<file path="config.mk">
export PLATFORM = sky130hd
export DESIGN_NAME = ad5791_cfg_sequencer
export DESIGN_NICKNAME = d
export VERILOG_FILES = /design/src/rtl/ad5791_cfg_sequencer.sv
export SDC_FILE = /design/constraint.sdc
export NUM_CORES = 1
export LEC_CHECK = 0
export ABC_CLOCK_PERIOD_IN_PS = 5830
export BUFFER_PORTS_ARGS = -buffer_cell sky130_fd_sc_hd__buf_2
export CORE_MARGIN = 4
export CORE_UTILIZATION = 35
export DETAILED_ROUTE_END_ITERATION = 10
export GPL_TIMING_DRIVEN = 0
export HOLD_SLACK_MARGIN = 0.15
export SYNTH_ARGS = -nofsm -noshare
export SYNTH_HDL_FRONTEND = slang
export SYNTH_SLANG_ARGS = --single-unit
export TNS_END_PERCENT = 30
</file>
<file path="constraint.sdc">
create_clock -name a_clk -period 5.83 [get_ports a_clk]
set_clock_uncertainty 0.2 [all_clocks]
set_input_delay 0.2915 -clock a_clk [delete_from_list [all_inputs] [get_ports a_clk]]
set_output_delay 0.2915 -clock a_clk [all_outputs]
set_load 0.05 [all_outputs]
</file>
<file path="src/rtl/ad5791_cfg_sequencer.sv">
// Configuration sequencer for up to four AD5791 DACs: drives per-channel config words and
// the serializer handshake (config mode / send pulse) for a 4-step init or a single user write.
module ad5791_cfg_sequencer #(
   parameter int NUM_DAC           = 4,
   parameter int SAXIS_TDATA_WIDTH = 32,
   parameter int HOLD_CYCLES       = 8,
   parameter int SEND_CYCLES       = 8,
   parameter int FRAME_WAIT_CYCLES = 160
) (
   input  logic                         a_clk,
   input  logic                         a_rst,
   input  logic                         start,
   input  logic [19:0]                  cfg_ctrl,
   input  logic [19:0]                  cfg_clearcode,
   input  logic [19:0]                  cfg_dac_init,
   input  logic                         user_wr,
   input  logic [23:0]                  user_word,
   input  logic [NUM_DAC-1:0]           user_mask,
   output logic [SAXIS_TDATA_WIDTH-1:0] M_AXIS1CFG_tdata,
   output logic [SAXIS_TDATA_WIDTH-1:0] M_AXIS2CFG_tdata,
   output logic [SAXIS_TDATA_WIDTH-1:0] M_AXIS3CFG_tdata,
   output logic [SAXIS_TDATA_WIDTH-1:0] M_AXIS4CFG_tdata,
   output logic                         M_AXIS1CFG_tvalid,
   output logic                         M_AXIS2CFG_tvalid,
   output logic                         M_AXIS3CFG_tvalid,
   output logic                         M_AXIS4CFG_tvalid,
   output logic                         configuration_mode,
   output logic                         configuration_send,
   output logic                         busy,
   output logic                         done,
   output logic [2:0]                   step
);

   localparam int CNT_MAX = (HOLD_CYCLES > SEND_CYCLES) ?
                            ((HOLD_CYCLES > FRAME_WAIT_CYCLES) ? HOLD_CYCLES : FRAME_WAIT_CYCLES) :
                            ((SEND_CYCLES > FRAME_WAIT_CYCLES) ? SEND_CYCLES : FRAME_WAIT_CYCLES);
   localparam int CNT_W   = $clog2(CNT_MAX + 1);

   typedef enum logic [1:0] {IDLE, LOAD, SEND, WAIT} state_t;

   state_t           state_reg, state_next;
   logic [CNT_W-1:0] cnt_reg, cnt_next;
   logic [2:0]       step_reg, step_next;
   logic             user_reg, user_next;
   logic             done_reg, done_next;
   logic             load_entry;
   logic [23:0]      load_word;

   logic [SAXIS_TDATA_WIDTH-1:0] tdata_all [4];
   logic [3:0]                   tvalid_all;

   always_ff @(posedge a_clk or posedge a_rst) begin
      if (a_rst) begin
         state_reg <= IDLE;
         cnt_reg   <= '0;
         step_reg  <= 3'd0;
         user_reg  <= 1'b0;
         done_reg  <= 1'b0;
      end else begin
         state_reg <= state_next;
         cnt_reg   <= cnt_next;
         step_reg  <= step_next;
         user_reg  <= user_next;
         done_reg  <= done_next;
      end
   end

   // load_entry marks every transition into LOAD; channel words are captured only then.
   always_comb begin
      state_next = state_reg;
      cnt_next   = cnt_reg + CNT_W'(1);
      step_next  = step_reg;
      user_next  = user_reg;
      done_next  = done_reg;
      load_entry = 1'b0;
      case (state_reg)
         IDLE: begin
            cnt_next = '0;
            if (start) begin
               state_next = LOAD;
               step_next  = 3'd0;
               user_next  = 1'b0;
               done_next  = 1'b0;
               load_entry = 1'b1;
            end else if (user_wr) begin
               state_next = LOAD;
               step_next  = 3'd0;
               user_next  = 1'b1;
               load_entry = 1'b1;
            end
         end
         LOAD: begin
            if (cnt_reg == CNT_W'(HOLD_CYCLES - 1)) begin
               state_next = SEND;
               cnt_next   = '0;
            end
         end
         SEND: begin
            if (cnt_reg == CNT_W'(SEND_CYCLES - 1)) begin
               state_next = WAIT;
               cnt_next   = '0;
            end
         end
         WAIT: begin
            if (cnt_reg == CNT_W'(FRAME_WAIT_CYCLES - 1)) begin
               cnt_next = '0;
               if (!user_reg && step_reg != 3'd3) begin
                  state_next = LOAD;
                  step_next  = step_reg + 3'd1;
                  load_entry = 1'b1;
               end else begin
                  state_next = IDLE;
                  if (!user_reg)
                     done_next = 1'b1;
               end
            end
         end
         default: begin
            state_next = IDLE;
            cnt_next   = '0;
         end
      endcase
   end

   always_comb begin
      load_word = user_word;
      if (!user_next) begin
         case (step_next)
            3'd0:    load_word = 24'h400004;
            3'd1:    load_word = {4'h2, cfg_ctrl};
            3'd2:    load_word = {4'h3, cfg_clearcode};
            default: load_word = {4'h1, cfg_dac_init};
         endcase
      end
   end

   genvar gi;
   generate
      for (gi = 0; gi < 4; gi++) begin : g_ch
         if (gi < NUM_DAC) begin : g_on
            logic [23:0] word_reg;
            logic [23:0] last_reg;
            logic        last_vld_reg;
            logic        en_reg;
            logic        chan_sel;
            logic        fresh;

            assign chan_sel = user_next ? user_mask[gi] : 1'b1;
            // A word identical to the last one delivered on this channel is withheld.
            assign fresh    = !last_vld_reg || (last_reg != load_word);

            always_ff @(posedge a_clk or posedge a_rst) begin
               if (a_rst) begin
                  word_reg     <= 24'h0;
                  last_reg     <= 24'h0;
                  last_vld_reg <= 1'b0;
                  en_reg       <= 1'b0;
               end else if (load_entry) begin
                  if (chan_sel) begin
                     word_reg     <= load_word;
                     en_reg       <= fresh;
                     last_reg     <= load_word;
                     last_vld_reg <= 1'b1;
                  end else begin
                     word_reg <= 24'h0;
                     en_reg   <= 1'b0;
                  end
               end
            end

            assign tdata_all[gi]  = SAXIS_TDATA_WIDTH'(word_reg);
            assign tvalid_all[gi] = en_reg && (state_reg == LOAD);
         end else begin : g_off
            assign tdata_all[gi]  = '0;
            assign tvalid_all[gi] = 1'b0;
         end
      end
   endgenerate

   assign M_AXIS1CFG_tdata   = tdata_all[0];
   assign M_AXIS2CFG_tdata   = tdata_all[1];
   assign M_AXIS3CFG_tdata   = tdata_all[2];
   assign M_AXIS4CFG_tdata   = tdata_all[3];
   assign M_AXIS1CFG_tvalid  = tvalid_all[0];
   assign M_AXIS2CFG_tvalid  = tvalid_all[1];
   assign M_AXIS3CFG_tvalid  = tvalid_all[2];
   assign M_AXIS4CFG_tvalid  = tvalid_all[3];

   assign busy               = (state_reg != IDLE);
   assign configuration_mode = (state_reg != IDLE);
   assign configuration_send = (state_reg == SEND);
   assign done               = done_reg;
   assign step               = step_reg;

endmodule

</file>
==> run_results.csv <==
group,metric,value,unit
placement,dp_slack,-0.107,ns
global_routing,grt_pass1_wl,74500,µm
clock_network,cts.sink_count,215,
route,drt-met1-wl,22200,µm
logic_synthesis,syn_area_per_cell,9.31,µm²
timing,max-slew-margin-rel,9.23,%
timing,finalHoldViolations,0,
logic_synthesis,synth_flop_cell,"dfrtp_1",
timing,tightest_slew,1.36,ns
die,start_util,35.5,%
clock_network,clock-root-buffer,"clkbuf_16",
power_and_ir_drop,swShare,28.4,%
clock_network,clock_path_buffers,3,
power_and_ir_drop,pwr-share-seq,43.3,%
critical_path,endpoint_kind,"flip-flop",
worst_hold_path,worstHoldStart,"user_mask[0]",
route,drtIter0Drc,1172,
die,dieHeight,193,µm
placement,place_congestion,1.01,
cells_and_area,drive_gt1_share,21.4,%
worst_hold_path,hold_path_class,"in -> reg",
logic_synthesis,synth_area,0.0119,mm²
power_and_ir_drop,switchingPower,1060,µW
route,wl_met2,22800,µm
cells_and_area,area_growth,22.3,%
route,via_count,11137,
placement,numPortBuffers,193,
clock_network,cts-htree-levels,1,
clock_network,cts_setup_buffers,0,
timing,post-route-period-util,102,%
cells_and_area,fin_area,0.0146,mm²
timing,fin_crit,5.93,ns
power_and_ir_drop,total_power,3720,µW
critical_path,worstSetupPathType,"reg -> reg",
route,wl_per_cell,25.5,µm
power_and_ir_drop,pwr-share-comb,14.3,%
clock_network,clock_latency,0.53,ns
cells_and_area,layout_commonest_cell,"dfrtp_1",
logic_synthesis,async_reset_ff_share,100,%
global_routing,overflow,0,
route,drtAntennaViolNets,0,
global_routing,grt_max_degree,41,
power_and_ir_drop,p_clk_share,42.5,%
die,fp.dieW,193,µm
timing,fmax,169,MHz
power_and_ir_drop,leakage,0.00700,µW
critical_path,cp_data_arrival_time,6.10,ns
global_routing,antenna_found_initial,2,
logic_synthesis,yosysSeqAreaShare,45.1,%
die,core_area,0.0335,mm²
critical_path,r2r-start,"state_reg[0]",
power_and_ir_drop,powerDensity,255,mW/mm²
route,wl,51300,µm
placement,place_hpwl,39500,µm
critical_path,startpoint_type,"flip-flop",
logic_synthesis,ys_ff_latch,215,
clock_network,tritoncts,"built",
job,maxCapViolCount,0,
cells_and_area,mostFrequentLayoutCells,"dfrtp_1, buf_2, nand2_1, nor2_1, o21ai_0",
global_routing,grt_usage,27.2,%
route,first_pass_iters,5,
clock_network,clk_pin_slew,0.07,ns
timing,worst_slack,-0.0978,ns
logic_synthesis,synth_edf_count,0,
timing,slew_violations,0,
cells_and_area,final_util,43.5,%
power_and_ir_drop,p_int,2660,µW
route,route.met3.wl,4410,µm
placement,placed_cell_area,0.0137,mm²
clock_network,numCtsBuffers,24,
logic_synthesis,ys_types,83,
status,status,"finished with violations",
power_and_ir_drop,vdd_ir_drop_max,195,µV
logic_synthesis,ys_warn_count,0,
route,dr.max_layer_used,"met5",
critical_path,critPathRequiredTime,6.00,ns
route,viasPerCell,5.54,
die,rows,67,
die,dieArea,0.0371,mm²
die,pin_count,231,
critical_path,path_max_fanout,10,
logic_synthesis,synthCells,1281,
timing,rsz0062_at_grt,"yes",
route,drc,0,
critical_path,crit_path_start,"state_reg[0]",
timing,setup_violations,1,
cells_and_area,final_nets,1644,
status,violations,"negative setup slack",
global_routing,grt_pass1_vias,11074,
final timing paths:
| path | to | slack (ns) | cells past startpoint |
|---|---|---|---|
| worst min-delay path | g_ch[0].g_on.en_reg | 0.17 | 5 |
| max in group asynchronous | g_ch[0].g_on.word_reg[14] | 4.29 | 5 |
| worst max register to register | g_ch[3].g_on.en_reg | -0.1 | 13 |
| worst min register to register | g_ch[0].g_on.word_reg[4] | 0.27 | 1 |
| worst max-delay path | g_ch[3].g_on.en_reg | -0.1 | 13 |
| min in group asynchronous | g_ch[3].g_on.word_reg[18] | 0.21 | 3 |
critical path, stage by stage, from the launching register on:
cell,delay (ns)
dfrtp_1,0.40
inv_1,0.15
ha_1,0.29
nor3b_2,0.51
o31ai_1,0.20
o21a_2,0.24
buf_4,0.19
o211ai_1,1.06
nand2_1,0.23
a31oi_2,0.74
xor2_1,0.16
a2111o_1,0.46
a211oi_1,0.73
a32oi_1,0.19
power by group through the flow:
stage / registers (µW) / clock network, µW / logic [µW]
floorplan: 1720 / 0 / 245
global placement: 1630 / 0 / 512
detailed placement: 1630 / 0 / 521
CTS: 1610 / 1600 / 527
global route: 1610 / 1680 / 565
finish: 1610 / 1580 / 530
metrics by stage:
stage | hold slack (ns) | TNS (ns) | cells
after CTS | 0.152 | 0 | 2010
after floorplan | 0.234 | 0 | 1312
after detailed placement | 0.222 | -0.107 | 1958
after global placement | 0.258 | -0.0874 | 1953
after global routing | 0.196 | -0.0365 | 2010
final | 0.169 | -0.0978 | 2011
synthesized netlist by cell type (9+ instances only):
cell type | instances | area [µm²]
dfrtp_1 | 215 | 5380
nand2_1 | 204 | 766
nor2_1 | 96 | 360
o21ai_0 | 91 | 455
a21o_1 | 70 | 526
clkbuf_1 | 52 | 195
xor2_1 | 51 | 447
xnor2_1 | 45 | 394
buf_4 | 37 | 278
a21oi_1 | 35 | 175
inv_1 | 32 | 120
a22o_1 | 28 | 245
nand3_1 | 27 | 135
nand4_1 | 24 | 150
nor3_1 | 18 | 90.1
o22ai_1 | 14 | 87.6
buf_2 | 12 | 60.1
a22oi_1 | 11 | 82.6
o211ai_1 | 11 | 82.6
a31oi_1 | 10 | 62.6
nor4_1 | 10 | 62.6
a32oi_1 | 9 | 78.8
mux2i_1 | 9 | 90.1
cell type report:
type,instances,area [µm²]
fillers,3347,19000
multi-input cells,953,5940
flip-flops and latches,215,5380
repair buffers,206,1150
clock buffers,36,727
plain buffers,109,587
well taps,448,561
inverters,35,138
clock inverters,8,96.3
diodes,1,2.50
routing by layer:
metal  vias up  track usage (%)
li1       5022                -
met1      5521             38.3
met2       496             42.1
met3        96             5.86
met4         2             8.53
met5         -                0
cell families (layout without fill, tap and decap cells):
| group | after synthesis | in the layout | synth area share, % |
|---|---|---|---|
| xor+xnor | 96 | 96 | 7.05 |
| buf+inv | 144 | 394 | 6.04 |
| mux | 11 | 11 | 0.945 |
| fa+ha+maj | 8 | 8 | 0.840 |
| flops | 215 | 215 | 45.1 |
| compound gates | 367 | 367 | 22.8 |
| simple gates | 439 | 439 | 17.2 |
| other cells | 1 | 33 | 0.0315 |
what timing repair did:
| action | in CTS | in global routing |
|---|---|---|
| pin swaps | 0 | 0 |
| setup endpoints to repair | 1 | 2 |
| endpoints found under the hold margin | 164 | 0 |
| gates resized for setup | 1 | 1 |
| hold buffers | 8 | 0 |
Power figures use the tool's default switching activity.
